<file path="config.mk">
export PLATFORM = sky130hd
export DESIGN_NAME = arcade_rom_loader
export DESIGN_NICKNAME = d
export VERILOG_FILES = /design/src/rtl/arcade_dl_pkg.sv /design/src/rtl/dl_region_decode.sv /design/src/rtl/arcade_rom_loader.sv
export SDC_FILE = /design/constraint.sdc
export NUM_CORES = 1
export LEC_CHECK = 0
export BUFFER_PORTS_ARGS = -buffer_cell sky130_fd_sc_hd__buf_2
export CORE_ASPECT_RATIO = 0.6
export CORE_MARGIN = 5
export CORE_UTILIZATION = 47
export DETAILED_ROUTE_END_ITERATION = 8
export HOLD_SLACK_MARGIN = 0.03
export PLACE_DENSITY = 0.84
export SYNTH_ARGS = -nofsm -noshare
export SYNTH_HDL_FRONTEND = slang
export SYNTH_HIERARCHICAL = 1
export SYNTH_SLANG_ARGS = --single-unit
</file>
<file path="constraint.sdc">
create_clock -name clk_sys -period 2.1 [get_ports clk_sys]
set_input_delay 0.42 -clock clk_sys [delete_from_list [all_inputs] [get_ports clk_sys]]
set_output_delay 0.42 -clock clk_sys [all_outputs]
set_load 0.01 [all_outputs]
</file>
<file path="src/rtl/arcade_dl_pkg.sv">
// Shared definitions for the arcade ROM download path.
// Contents:
//   dl_state_t - loader FSM states.
//   region_t   - region index; wide enough for 8 regions plus the REG_NONE marker.
//   REG_NONE   - region index reported when no region claims an address.
//   IOCTL_AW   - width of the hps_io byte address.
//   FILL_BYTE  - value used for the missing half of an incomplete 16-bit word.
package arcade_dl_pkg;

  typedef enum logic [2:0] {
    IDLE  = 3'd0,
    LOAD  = 3'd1,
    FLUSH = 3'd2,
    HOLD  = 3'd3,
    READY = 3'd4
  } dl_state_t;

  typedef logic [3:0] region_t;

  localparam region_t    REG_NONE  = 4'hF;
  localparam int         IOCTL_AW  = 25;
  localparam logic [7:0] FILL_BYTE = 8'hFF;

endpackage

</file>
<file path="src/rtl/dl_region_decode.sv">
// Combinational address decoder: maps an ioctl byte address onto one of NREG
// regions, each described by a 25-bit byte base and size.
// Ports:
//   addr   in   25  ioctl byte address
//   hit    out  1   some region contains addr
//   region out  4   index of the lowest-numbered matching region (REG_NONE on miss)
//   offset out  25  byte offset of addr from that region's base (0 on miss)
module dl_region_decode
  import arcade_dl_pkg::*;
#(
  parameter int                   NREG     = 4,
  parameter logic [NREG*25-1:0]   REG_BASE = {NREG{25'h0}},
  parameter logic [NREG*25-1:0]   REG_SIZE = {NREG{25'h40000}}
) (
  input  logic [IOCTL_AW-1:0] addr,
  output logic                hit,
  output region_t             region,
  output logic [IOCTL_AW-1:0] offset
);

  logic [NREG-1:0]     match;
  logic [IOCTL_AW-1:0] offs [NREG];

  generate
    for (genvar gi = 0; gi < NREG; gi++) begin : g_reg
      localparam logic [IOCTL_AW:0]   BASE = {1'b0, REG_BASE[gi*IOCTL_AW +: IOCTL_AW]};
      localparam logic [IOCTL_AW-1:0] SIZE = REG_SIZE[gi*IOCTL_AW +: IOCTL_AW];
      logic [IOCTL_AW:0] diff;

      // One extra bit makes the subtraction's sign bit a clean addr<base test,
      // so no separate lower-bound comparison is needed.
      assign diff       = {1'b0, addr} - BASE;
      assign match[gi]  = !diff[IOCTL_AW] && (diff[IOCTL_AW-1:0] < SIZE);
      assign offs[gi]   = diff[IOCTL_AW-1:0];
    end
  endgenerate

  // Walk from the top down so the lowest matching region is the last writer.
  always_comb begin
    hit    = |match;
    region = REG_NONE;
    offset = '0;
    for (int r = NREG - 1; r >= 0; r--) begin
      if (match[r]) begin
        region = region_t'(r);
        offset = offs[r];
      end
    end
  end

endmodule

</file>
<file path="src/rtl/arcade_rom_loader.sv">
// ROM download router between the hps_io ioctl byte stream and an arcade
// core's ROM/RAM write ports. Bytes of a matching download are steered to one
// of NREG regions, packed into DATA_W-bit words (16: little-endian pairs) and
// written through a one-hot strobe. The core is held in reset while loading
// and for HOLD_CYC cycles afterwards, then rom_ready rises.
// Ports:
//   clk_sys        in   1       system clock
//   reset          in   1       synchronous, active-high
//   ioctl_download in   1       download active
//   ioctl_wr       in   1       byte strobe (1-cycle pulse)
//   ioctl_addr     in   25      byte address
//   ioctl_dout     in   8       byte data
//   ioctl_index    in   16      download index
//   dn_addr        out  ADDR_W  word address relative to region base
//   dn_data        out  DATA_W  packed word
//   dn_wr          out  NREG    one-hot write strobe, 1 cycle
//   reset_out      out  1       core reset request
//   rom_ready      out  1       ROM image complete
//   oob_err        out  1       sticky: a byte fell outside every region
module arcade_rom_loader
  import arcade_dl_pkg::*;
#(
  parameter int                 NREG      = 4,
  parameter int                 DATA_W    = 8,
  parameter int                 ADDR_W    = 18,
  parameter logic [15:0]        ROM_INDEX = 16'd0,
  parameter logic [NREG*25-1:0] REG_BASE  = {NREG{25'h0}},
  parameter logic [NREG*25-1:0] REG_SIZE  = {NREG{25'h40000}},
  parameter int                 HOLD_CYC  = 16
) (
  input  logic                clk_sys,
  input  logic                reset,
  input  logic                ioctl_download,
  input  logic                ioctl_wr,
  input  logic [IOCTL_AW-1:0] ioctl_addr,
  input  logic [7:0]          ioctl_dout,
  input  logic [15:0]         ioctl_index,
  output logic [ADDR_W-1:0]   dn_addr,
  output logic [DATA_W-1:0]   dn_data,
  output logic [NREG-1:0]     dn_wr,
  output logic                reset_out,
  output logic                rom_ready,
  output logic                oob_err
);

  localparam int CNT_W = (HOLD_CYC > 1) ? $clog2(HOLD_CYC) : 1;

  dl_state_t           state_reg, state_next;
  logic [CNT_W-1:0]    hold_cnt_reg;

  logic                dec_hit;
  region_t             dec_region;
  logic [IOCTL_AW-1:0] dec_offset;

  logic                start_dl;
  logic                enter_load;
  logic                byte_ok;
  logic                byte_oob;

  // Write request produced by the packing stage, registered onto dn_* below.
  logic                wr_en;
  region_t             wr_region;
  logic [ADDR_W-1:0]   wr_addr;
  logic [DATA_W-1:0]   wr_data;

  dl_region_decode #(
    .NREG     (NREG),
    .REG_BASE (REG_BASE),
    .REG_SIZE (REG_SIZE)
  ) u_decode (
    .addr   (ioctl_addr),
    .hit    (dec_hit),
    .region (dec_region),
    .offset (dec_offset)
  );

  assign start_dl   = ioctl_download && (ioctl_index == ROM_INDEX);
  assign enter_load = ((state_reg == IDLE) || (state_reg == READY)) && start_dl;
  assign byte_ok    = (state_reg == LOAD) && ioctl_wr && dec_hit;
  assign byte_oob   = (state_reg == LOAD) && ioctl_wr && !dec_hit;

  // ---------------------------------------------------------------- FSM
  always_comb begin
    state_next = state_reg;
    case (state_reg)
      IDLE, READY: if (start_dl)        state_next = LOAD;
      LOAD:        if (!ioctl_download) state_next = FLUSH;
      FLUSH:                            state_next = HOLD;
      HOLD:        if (hold_cnt_reg == '0) state_next = READY;
      default:                          state_next = IDLE;
    endcase
  end

  // ---------------------------------------------------------------- packing
  generate
    if (DATA_W == 16) begin : g_w16
      // One-byte pending slot. An even byte waits there for its odd partner.
      // An odd byte only lands there when it arrives in the same cycle that an
      // older half-word has to be flushed; it is then written on the next
      // free cycle, which keeps the output at one write per cycle.
      logic              pend_valid_reg, pend_valid_next;
      logic              pend_odd_reg,   pend_odd_next;
      logic [7:0]        pend_byte_reg,  pend_byte_next;
      region_t           pend_region_reg, pend_region_next;
      logic [IOCTL_AW-1:0] pend_baddr_reg, pend_baddr_next;
      logic [ADDR_W-1:0] pend_waddr_reg, pend_waddr_next;
      logic [IOCTL_AW-1:0] word_off;
      logic              pair_hit;
      logic              take_new;
      logic              unused_w16;

      assign word_off   = {1'b0, dec_offset[IOCTL_AW-1:1]};
      assign unused_w16 = ^word_off;

      // Parity is taken from the region offset, not the absolute address,
      // so pairing stays correct even for an odd region base.
      assign pair_hit = pend_valid_reg && !pend_odd_reg && dec_offset[0] &&
                        (dec_region == pend_region_reg) &&
                        (ioctl_addr == pend_baddr_reg + 25'd1);

      always_comb begin
        wr_en            = 1'b0;
        wr_region        = pend_region_reg;
        wr_addr          = pend_waddr_reg;
        wr_data          = pend_odd_reg ? {pend_byte_reg, FILL_BYTE}
                                        : {FILL_BYTE, pend_byte_reg};
        take_new         = 1'b0;
        pend_valid_next  = pend_valid_reg;
        pend_odd_next    = pend_odd_reg;
        pend_byte_next   = pend_byte_reg;
        pend_region_next = pend_region_reg;
        pend_baddr_next  = pend_baddr_reg;
        pend_waddr_next  = pend_waddr_reg;

        if (state_reg == FLUSH) begin
          wr_en           = pend_valid_reg;
          pend_valid_next = 1'b0;
        end else if (state_reg == LOAD) begin
          if (byte_ok) begin
            if (pair_hit) begin
              wr_en           = 1'b1;
              wr_data         = {ioctl_dout, pend_byte_reg};
              pend_valid_next = 1'b0;
            end else if (pend_valid_reg) begin
              // Pending word can't be completed by this byte: write it out
              // padded and let the new byte take the slot.
              wr_en    = 1'b1;
              take_new = 1'b1;
            end else if (dec_offset[0]) begin
              // Lone odd byte: nothing to pair with, write it padded now.
              wr_en     = 1'b1;
              wr_region = dec_region;
              wr_addr   = word_off[ADDR_W-1:0];
              wr_data   = {ioctl_dout, FILL_BYTE};
            end else begin
              take_new = 1'b1;
            end
          end else if (pend_valid_reg && pend_odd_reg) begin
            wr_en           = 1'b1;
            pend_valid_next = 1'b0;
          end

          if (take_new) begin
            pend_valid_next  = 1'b1;
            pend_odd_next    = dec_offset[0];
            pend_byte_next   = ioctl_dout;
            pend_region_next = dec_region;
            pend_baddr_next  = ioctl_addr;
            pend_waddr_next  = word_off[ADDR_W-1:0];
          end
        end else begin
          pend_valid_next = 1'b0;
        end
      end

      always_ff @(posedge clk_sys) begin
        if (reset) begin
          pend_valid_reg  <= 1'b0;
          pend_odd_reg    <= 1'b0;
          pend_byte_reg   <= '0;
          pend_region_reg <= REG_NONE;
          pend_baddr_reg  <= '0;
          pend_waddr_reg  <= '0;
        end else begin
          pend_valid_reg  <= pend_valid_next;
          pend_odd_reg    <= pend_odd_next;
          pend_byte_reg   <= pend_byte_next;
          pend_region_reg <= pend_region_next;
          pend_baddr_reg  <= pend_baddr_next;
          pend_waddr_reg  <= pend_waddr_next;
        end
      end
    end else begin : g_w8
      logic unused_w8;

      assign unused_w8 = ^dec_offset;

      always_comb begin
        wr_en     = byte_ok;
        wr_region = dec_region;
        wr_addr   = dec_offset[ADDR_W-1:0];
        wr_data   = ioctl_dout;
      end
    end
  endgenerate

  // ---------------------------------------------------------------- registers
  always_ff @(posedge clk_sys) begin
    if (reset) begin
      state_reg    <= IDLE;
      hold_cnt_reg <= '0;
      dn_wr        <= '0;
      dn_addr      <= '0;
      dn_data      <= '0;
      oob_err      <= 1'b0;
    end else begin
      state_reg <= state_next;

      if (state_reg == FLUSH) begin
        hold_cnt_reg <= CNT_W'(HOLD_CYC - 1);
      end else if ((state_reg == HOLD) && (hold_cnt_reg != '0)) begin
        hold_cnt_reg <= hold_cnt_reg - CNT_W'(1);
      end

      dn_wr <= wr_en ? (NREG'(1) << wr_region) : '0;
      if (wr_en) begin
        dn_addr <= wr_addr;
        dn_data <= wr_data;
      end

      if (enter_load) begin
        oob_err <= 1'b0;
      end else if (byte_oob) begin
        oob_err <= 1'b1;
      end
    end
  end

  assign reset_out = (state_reg != READY);
  assign rom_ready = (state_reg == READY);

endmodule

</file>
* Word-level counts from Yosys, hierarchy flattened
Cells that the tools add are included.
** Word-level totals
- Flip-flop bits (word level) :: 38
- Output and inout bits :: 33
- Word-level logic and storage cells :: 43
** Operators by class
- $add $sub $neg :: 1
- Magnitude comparators :: 1
- Equal/unequal tests :: 8
- Shift-type cells :: 1
- Mux-type cells :: 8
- Bitwise logic cells :: 1
- Reductions and logical operators :: 17
** Operators with widths (number)
- less-than comparator 25 x 19 -> 1 bit, second input constant :: 1
- two-way mux 18 bit :: 1
- zero test 16 bit :: 1
- two-way mux 4 bit :: 3
- case mux 3 bit (4 select lines) :: 1
- two-way mux 3 bit :: 3
- == test 3 x 2 -> 1 bit, second input constant :: 2
- logical AND 1 bit :: 6
- != test 2 bit, second input constant :: 3
- OR reduction 2 bit :: 3
- zero test 4 bit :: 1
- nonzero test 4 bit :: 1
- left shift 1 x 4 -> 4 bit, first input constant :: 1
- subtractor 4 x 1 -> 4 bit, second input constant :: 1
- == test 3 x 1 -> 1 bit, second input constant :: 1
- == test 3 bit, second input constant :: 1
- zero test 3 bit :: 1
- != test 3 bit, second input constant :: 1
- AND reduction 3 bit :: 1
- nonzero test 2 bit :: 1
- zero test 1 bit :: 1
- logical OR 1 bit :: 1
- inverter 1 bit :: 1

* Depth between registers and ports, before layout
Gate-level depths: netlist of run 1.
- Depth after elaboration :: 5
- Depth in mapped cells :: 8
- Gate-level depth less buffers :: 6

* Modules after synthesis
Netlist of run 1, hierarchy kept.
** Modules (own cells, without submodules)
- arcade_rom_loader :: instances 1, cells an instance 181, area an instance 1672.9 sq um
- dl_region_decode :: instances 1, cells an instance 38, area an instance 332.8 sq um

* Worst setup path after synthesis of run 1
Ideal clock, no wire load.
- Path type :: input port to flip-flop
- Start point :: input port ioctl_addr[24]
- End point :: register dn_addr[15]
- Data arrival time :: 1565 ps
- Path slack :: 393 ps
- Stages :: 8
- Cells stage by stage :: nor4_4 -> buf_6 -> and2_2 -> nand4_1 -> buf_4 -> buf_4 -> nand2_1 -> a21oi_2
** Between the ends
- Word-level cells in the longest chain between the ends :: 2
** Ends and longest elaborated chain
- from (decl) :: RTL line arcade_rom_loader.sv:35 : input logic [IOCTL_AW-1:0] ioctl_addr,
- less-than comparator 25 x 19 -> 1 bit * :: RTL line dl_region_decode.sv:33 : assign match[gi] = !diff[IOCTL_AW] && (diff[IOCTL_AW-1:0] < SIZE);
- via dec_hit :: RTL line arcade_rom_loader.sv:51 : logic dec_hit;
- two-way mux 18 bit / logical AND 1 bit (equally long branches) :: RTL line dl_region_decode.sv:44, arcade_rom_loader.sv:79
- to (signal assigned) :: RTL line arcade_rom_loader.sv:227 : dn_addr <= wr_addr;
- to (decl) :: RTL line arcade_rom_loader.sv:38 : output logic [ADDR_W-1:0] dn_addr,
The timed path passes the listed nets; every way through them passes the cells marked *.
A chain may end at the register's enable or synchronous reset.

* Worst setup path after layout of run 1
- Start point :: input port ioctl_addr[24]
- End point :: register dn_addr[5]
Same word-level chain as after synthesis.

==> results.sh, run 1 <==
export IMPL_p_leak_uw=0.00105
export IMPL_coreArea_um2=4050
export IMPL_cts_made_buffers=5
export IMPL_required_ps=2270
export IMPL_nNetsFinal=345
export IMPL_post_route_min_period_ps=1720
export IMPL_hold_viol_final=0
export IMPL_power_frac_comb_pct=6.7
export IMPL_finalCritPeriodShare_pct=81.8
export IMPL_path_cells="buf_2 > nor4_4 > and2_2 > nand4_1 > buf_4 > nand2_1 > a21oi_2"
export IMPL_slew_headroom_pct=63.9
export IMPL_synthCells=211
export IMPL_grt_setup_unrepaired="no"
export IMPL_grt_pass1_wl_um=7800
export IMPL_cp_arrival_ps=1880
export IMPL_final_cells=342
export IMPL_regMostFlops="dn_addr"
export IMPL_internal_power_uw=1030
export IMPL_final_cell_mix="buf_2, nand2_1, dfxtp_1"
export IMPL_area_growth_pct=25.4
export IMPL_grt_max_degree=25
export IMPL_overflow=0
export IMPL_worst_pin_slew_ps=541
export IMPL_cp_end_kind="flip-flop"
export IMPL_die_width_um=93.1
export IMPL_vias=1766
export IMPL_die_h_um=59.9
export IMPL_drc=0
export IMPL_initial_utilization_pct=48.1
export IMPL_antenna_found_initial=0
export IMPL_largestRegisters="dn_addr: 18 flops, dn_data: 8 flops"
export IMPL_post_cts_setup_buffers=0
export IMPL_power_frac_seq_pct=54.1
export IMPL_clock_fmax_mhz=582
export IMPL_ios=86
export IMPL_cap_violations=0
export IMPL_clk_pin_slew_ps=70
export IMPL_postCtsHoldBufs=0
export IMPL_firstDrtPassIters=4
export IMPL_power_frac_clock_pct=39.2
export IMPL_critPathMaxFanout=20
export IMPL_wl_um=4640
export IMPL_num_antenna_cells=0
export IMPL_cts_root_buf="clkbuf_8"
export IMPL_startpoint_type="input pin"
export IMPL_die_area_um2=5580
export IMPL_drtIter0Drc=44
export IMPL_post_route_cells_drive_above_1_share_pct=51.0
export IMPL_place_inst=334
export IMPL_final_max_slew_viol_count=0
export IMPL_tns_ps=0
export IMPL_ant_nets=0
export IMPL_critPathKind="input pin to flip-flop"
export IMPL_ir_worst_vdd_mv=0.255
export IMPL_switching_share_pct=22.8
export IMPL_io_buffers=85
export IMPL_grt_usage_pct=17.8
export IMPL_rows=18
export IMPL_synthesis_area_um2=1950
export IMPL_setup_viol=0
export IMPL_cts_sinks=38
export IMPL_yosysWarnings=6
export IMPL_cts_resized=0
export IMPL_largest_reg_flops=18
export IMPL_cts_tree="done"
export IMPL_slowest_stage="nor4_4"
export IMPL_viasPerCell=5.16
export IMPL_wl_per_cell_um=13.6
export IMPL_cts_path_max_buffers=2
export IMPL_status="completed"
export IMPL_syn_area_per_cell_um2=9.24
export IMPL_finClkSkew_ps=4.78
export IMPL_place_hpwl_um=3580
export IMPL_powerDensity_nw_per_um2=545
export IMPL_netSwitchingPower_uw=304
export IMPL_clk_latency_ps=290
export IMPL_h_tree_depth=2
export IMPL_layout_commonest_cell="buf_2"
export IMPL_min_path_type="input pin to flip-flop"
export IMPL_routabilityCongestion=0.813
export IMPL_grt_pass1_vias=1722
export IMPL_syn_nets=265
export IMPL_cp_slowest_stage_delay_ps=420
[final cells by class]
type,instances,area (um2)
clock buffer,6,82.6
clock inverter,2,12.5
fill,364,1610
inverter,4,15.0
multi-input combinational,151,1030
sequential,38,761
tap,50,62.6
timing repair buffer,91,483
[per-stage QoR]
stage	hold slack (ps)	area, um2	power [uW]	setup WS [ps]	utilization (%)
floorplan	481	1950	769	393	-
global placement	445	2350	826	198	58.0
detailed placement	451	2350	827	131	58.0
CTS	352	2440	1340	435	60.3
global route	346	2440	1390	294	60.3
finish	357	2440	1330	381	60.3
[worst max-delay path: cells and delay by family]
family	cells	cell delay [ps]
compound gates	1	60
buf+inv	2	400
simple gates	4	980
[power by group through the flow]
| stage | registers (uW) | clock network [uW] | logic, uW |
|---|---|---|---|
| 2_1_floorplan | 737 | 0 | 32.3 |
| 3_3_place_gp | 737 | 0 | 88.9 |
| 3_5_place_dp | 737 | 0 | 89.9 |
| 4_1_cts | 720 | 533 | 89.9 |
| 5_1_grt | 720 | 570 | 98.2 |
| 6_report | 720 | 522 | 89.7 |
[routing by layer]
metal	GRT usage (%)	up-vias	part of all wire (%)
li1	-	892	-
met1	23.5	798	47
met2	26.1	71	41
met3	7.80	5	11
met4	5.85	0	0.88
met5	0	-	0
[path summary, 6_finish.rpt]
path	start	end	slack [ps]	cells past startpoint
max	ioctl_addr[24]	dn_addr[5]$_SDFFE_PP0P_	380	7
min	ioctl_dout[2]	dn_data[2]$_SDFFE_PP0P_	360	3
max reg2reg	hold_cnt_reg[0]$_SDFFE_PP0P_	hold_cnt_reg[1]$_SDFFE_PP0P_	580	6
min reg2reg	dn_addr[7]$_SDFFE_PP0P_	dn_addr[7]$_SDFFE_PP0P_	460	2
Power figures use the tool's default switching activity.
==> run 2: changes to the inputs <==
ABC_AREA = 1   (was unset)
PLACE_DENSITY = 0.85   (was 0.84)
clock period = 1.6 ns   (was 2.1 ns; I/O delays follow)
==> results.sh, run 2 <==
export IMPL_post_cts_setup_buffers=0
export IMPL_overflow=0
export IMPL_hold_end="dn_data[2]$_SDFFE_PP0P_"
export IMPL_final_core_util_pct=65.6
export IMPL_worst_pin_slew_ps=334
export IMPL_worst_slack_ps=111
export IMPL_syn_nets=317
export IMPL_h_tree_depth=2
export IMPL_path_cells="nor2_2 > inv_1 > nor2_1 > inv_1 > buf_2"
export IMPL_slew_headroom_pct=77.6
export IMPL_r2r_cells=11
export IMPL_n_fill_cell=312
export IMPL_hp_start="ioctl_dout[2]"
export IMPL_grt_usage_pct=17.2
export IMPL_critPathMaxFanout=4
export IMPL_final_cell_mix="buf_2, nand2_1, inv_1, dfxtp_1, a21oi_1"
export IMPL_clock_fmax_mhz=672
export IMPL_yosysWarnings=6
export IMPL_clk_latency_ps=280
export IMPL_drc=0
export IMPL_die_width_um=91.0
export IMPL_drtIter0Drc=70
export IMPL_largestRegisters="dn_addr: 18 flops, dn_data: 8 flops"
export IMPL_io_buffers=85
export IMPL_rows=17
export IMPL_status="completed"
export IMPL_cts_sinks=38
export IMPL_cts_tree="done"
export IMPL_finalCritPeriodShare_pct=93.1
export IMPL_vias=1872
export IMPL_post_place_ws_ps=18.9
export IMPL_cts_resized=0
export IMPL_die_area_um2=5330
export IMPL_routabilityCongestion=0.789
export IMPL_post_route_cells_drive_above_1_share_pct=34.9
export IMPL_grt_max_degree=19
export IMPL_grt_setup_unrepaired="no"
export IMPL_p_leak_uw=0.00121
export IMPL_syn_area_per_cell_um2=7.03
export IMPL_r2r_end="state_reg[2]$_SDFFE_PP0P_"
export IMPL_num_antenna_cells=0
export IMPL_ios=86
export IMPL_hold_viol_final=0
export IMPL_regMostFlops="dn_addr"
export IMPL_nNetsFinal=405
export IMPL_power_uw=2530
export IMPL_synthesis_area_um2=1850
export IMPL_critPathKind="flip-flop to output pin"
export IMPL_required_ps=1280
export IMPL_synthCells=263
export IMPL_tns_ps=0
export IMPL_cts_path_max_buffers=2
export IMPL_cp_slowest_stage_delay_ps=350
export IMPL_viasPerCell=4.69
export IMPL_cp_arrival_ps=1170
export IMPL_r2r_slack_ps=220
export IMPL_clk_pin_slew_ps=70
export IMPL_initial_utilization_pct=49.7
export IMPL_area_growth_pct=32.1
export IMPL_powerDensity_nw_per_um2=1040
export IMPL_place_hpwl_um=3510
export IMPL_cap_violations=0
export IMPL_final_max_slew_viol_count=0
export IMPL_cts_root_buf="clkbuf_8"
export IMPL_ant_nets=0
export IMPL_finClkSkew_ps=6.34
export IMPL_firstDrtPassIters=4
export IMPL_post_route_min_period_ps=1490
export IMPL_cts_made_buffers=5
export IMPL_grt_pass1_wl_um=7460
export IMPL_layout_commonest_cell="buf_2"
export IMPL_setup_viol=0
export IMPL_worstHoldPathCells=3
export IMPL_grt_pass1_vias=1625
export IMPL_min_path_type="input pin to flip-flop"
export IMPL_startpoint_type="flip-flop"
export IMPL_cp_common_cell="inv_1"
export IMPL_die_h_um=58.6
export IMPL_wl_um=4570
export IMPL_antenna_found_initial=0
export IMPL_largest_reg_flops=18
export IMPL_postCtsHoldBufs=0
export IMPL_cp_end_kind="output pin"
export IMPL_slowest_stage="dfxtp_1"
export IMPL_coreArea_um2=3720
export IMPL_ir_worst_vdd_mv=0.810
export IMPL_wl_per_cell_um=11.5
export IMPL_r2r_start="hold_cnt_reg[0]$_SDFFE_PP0P_"
==> run 2: cell types whose count changed in the layout (fill, tap and decap cells not counted), sizes merged, moves of 2 or more <==
cell / before / now
nor4: 5 / 0
nor3: 3 / 24
xnor2: 2 / 0
inv: 4 / 42
buf: 91 / 93
or3: 2 / 0
nand3b: 2 / 0
and4b: 19 / 0
nand3: 0 / 6
nor2: 8 / 22
nand2: 58 / 74
o21ai: 0 / 8
nor4b: 3 / 0
==> run 2: layout make-up <==
cell class | count | area (um2) | area share, %
multi-input cells | 171 | 846 | 34.6
flip-flops and latches | 38 | 761 | 31.1
repair buffers | 93 | 510 | 20.9
inverters | 42 | 160 | 6.56
clock buffers | 7 | 76.3 | 3.13
well taps | 47 | 58.8 | 2.41
clock inverters | 1 | 30.0 | 1.23
==> run 2: power breakdown <==
group	internal, uW	switching, uW
Combinational	251	404
Clock	466	324
Sequential	1020	66.1
Total	1740	794
==> run 2: worst max path at each step <==
stage                         startpoint  slack [ps]                  end  depth (start not counted)
6_report       state_reg[0]$_SDFFE_PP0P_         110            reset_out                          5
5_1_grt        state_reg[0]$_SDFFE_PP0P_           7            reset_out                          5
4_1_cts        state_reg[0]$_SDFFE_PP0P_         110            reset_out                          5
3_5_place_dp              ioctl_addr[20]          20  dn_wr[1]$_SDFF_PP0_                          8
3_3_place_gp              ioctl_addr[20]          30  dn_wr[1]$_SDFF_PP0_                          8
2_1_floorplan             ioctl_addr[20]         100  dn_wr[0]$_SDFF_PP0_                          8
==> run 2: stage by stage <==
step / std cells / instance area (um2) / hold slack, ps
floorplan: 263 / 1850 / 462
global placement: 391 / 2330 / 452
detailed placement: 391 / 2330 / 454
CTS: 399 / 2440 / 273
global route: 399 / 2440 / 278
finish: 399 / 2440 / 277
==> run 2: critical path, delay by kind of cell (launching register included) <==
family	cells	cell delay, ps
buffers and inverters	3	260
flip-flops	1	350
AND/OR/NAND/NOR	2	270
==> run 2: per-layer routing <==
layer	global-route usage [%]	share of wire, %	wire [um]	vias to the layer above
met4	6.28	0.61	28	0
met5	0	0	0	-
li1	-	-	-	988
met1	22.8	46	2130	816
met2	26.0	44	2010	66
met3	6.13	8.9	409	2
==> run 3: changes to the inputs <==
clock period = 1.55 ns   (was 1.6 ns; I/O delays follow)
==> results.sh, run 3 (synthesis gave the netlist of run 2 again) <==
export IMPL_status="completed"
export IMPL_grt_util_met3_pct=6.00
export IMPL_drtIter0Drc=71
export IMPL_setup_viol=0
export IMPL_clock_fmax_mhz=681
export IMPL_rows=17
export IMPL_final_cell_mix="buf_2, nand2_1, inv_1, dfxtp_1, a21oi_1"
export IMPL_coreArea_um2=3720
export IMPL_holdWs_ps=265
export IMPL_layout_commonest_cell="buf_2"
export IMPL_power_uw=2620
export IMPL_die_area_um2=5330
export IMPL_io_buffers=85
export IMPL_ios=86
export IMPL_finClkSkew_ps=2.16
export IMPL_slew_headroom_pct=82.4
export IMPL_grt_usage_pct=17.1
export IMPL_viasPerCell=4.77
export IMPL_ir_worst_vdd_mv=0.743
export IMPL_wl_per_cell_um=11.7
export IMPL_powerDensity_nw_per_um2=1070
export IMPL_drc=0
export IMPL_h_tree_depth=2
export IMPL_final_max_slew_viol_count=0
export IMPL_num_antenna_cells=0
export IMPL_wl_um=4670
export IMPL_postCtsHoldBufs=0
export IMPL_place_hpwl_um=3670
export IMPL_worst_pin_slew_ps=264
export IMPL_vias=1909
export IMPL_use_met1_pct=23.0
export IMPL_firstDrtPassIters=4
export IMPL_cts_made_buffers=5
export IMPL_routabilityCongestion=0.792
export IMPL_final_cells=400
export IMPL_grt_max_degree=19
export IMPL_cap_violations=0
export IMPL_critPathMaxFanout=4
export IMPL_place_inst=392
export IMPL_grt_pass1_vias=1652
export IMPL_initial_utilization_pct=49.7
export IMPL_startpoint_type="flip-flop"
export IMPL_largest_reg_flops=18
export IMPL_antenna_found_initial=0
export IMPL_finalCritPeriodShare_pct=94.7
export IMPL_post_route_min_period_ps=1470
export IMPL_cts_sinks=38
export IMPL_tns_ps=0
export IMPL_required_ps=1240
export IMPL_critPathKind="flip-flop to output pin"
export IMPL_clk_latency_ps=280
export IMPL_post_route_cells_drive_above_1_share_pct=36.3
export IMPL_cp_arrival_ps=1160
export IMPL_p_leak_uw=0.00122
export IMPL_cts_path_max_buffers=2
export IMPL_cp_end_kind="output pin"
export IMPL_cts_root_buf="clkbuf_8"
export IMPL_overflow=0
export IMPL_cts_tree="done"
export IMPL_grt_setup_unrepaired="no"
export IMPL_worst_slack_ps=82.1
export IMPL_area_growth_pct=32.9
export IMPL_ant_nets=0
export IMPL_min_path_type="input pin to flip-flop"
export IMPL_regMostFlops="dn_addr"
export IMPL_clk_pin_slew_ps=80
export IMPL_busiest_layer="met2"
export IMPL_die_width_um=91.0
export IMPL_largestRegisters="dn_addr: 18 flops, dn_data: 8 flops"
export IMPL_post_place_ws_ps=24.8
export IMPL_grt_pass1_wl_um=7470
export IMPL_grt_use_met2_pct=26.9
export IMPL_nNetsFinal=406
export IMPL_die_h_um=58.6
export IMPL_hold_viol_final=0
[run 3: cell types whose count changed in the layout (fill, tap and decap cells not counted)]
cell,previous run,this run
nand2_2,4,5
nor2_1,20,19
nor2_2,1,2
buf_4,6,7
nand2_1,69,68
clkbuf_1,2,0
clkinv_2,0,2
[run 3: final cells by class]
| class | count | area, um2 |
|---|---|---|
| fillers | 328 | 1260 |
| well taps | 47 | 58.8 |
| clock inverters | 3 | 40.0 |
| clock buffers | 5 | 68.8 |
| inverters | 42 | 160 |
| repair buffers | 94 | 518 |
| multi-input cells | 171 | 851 |
| flip-flops and latches | 38 | 761 |
[run 3: path summary, 6_finish.rpt]
check | endpoint | startpoint | slack (ps) | cells after the start
hold reg to reg | dn_data[4]$_SDFFE_PP0P_ | dn_data[4]$_SDFFE_PP0P_ | 470 | 2
hold / removal | dn_data[6]$_SDFFE_PP0P_ | ioctl_dout[6] | 260 | 3
setup reg to reg | dn_wr[0]$_SDFF_PP0_ | state_reg[2]$_SDFFE_PP0P_ | 190 | 7
setup / recovery | reset_out | state_reg[0]$_SDFFE_PP0P_ | 80 | 5
[run 3: critical path, cell delays in order, from the launching register on]
cell and delay (ps):
dfxtp_1 350, nor2_1 160, inv_1 90, nor2_2 100, inv_1 40, buf_2 130
[run 3: layer usage]
metal,wire [um],vias up,share of wire (%)
li1,-,994,-
met1,2050,842,44
met2,2170,71,46
met3,443,2,9.5
met4,14,0,0.30
met5,0,-,0
[run 3: per-stage QoR]
stage	cell area [um2]	util, %
after floorplan	1850	-
after global placement	2340	62.9
after detailed placement	2340	62.9
after CTS	2450	65.8
after global routing	2460	66.0
final	2460	66.0
[run 3: report_power, final]
group	total (uW)	internal [uW]	leakage, uW	switching, uW
clock	826	474	0.0000579	352
combinational	678	262	0.000859	416
sequential	1110	1050	0.000307	63.0
total	2620	1790	0.00122	832
[run 3: what timing repair did]
| action | CTS | global route |
|---|---|---|
| resized for setup | 0 | 3 |
| setup buffers | 0 | 0 |
| setup endpoints to repair | 0 | 3 |
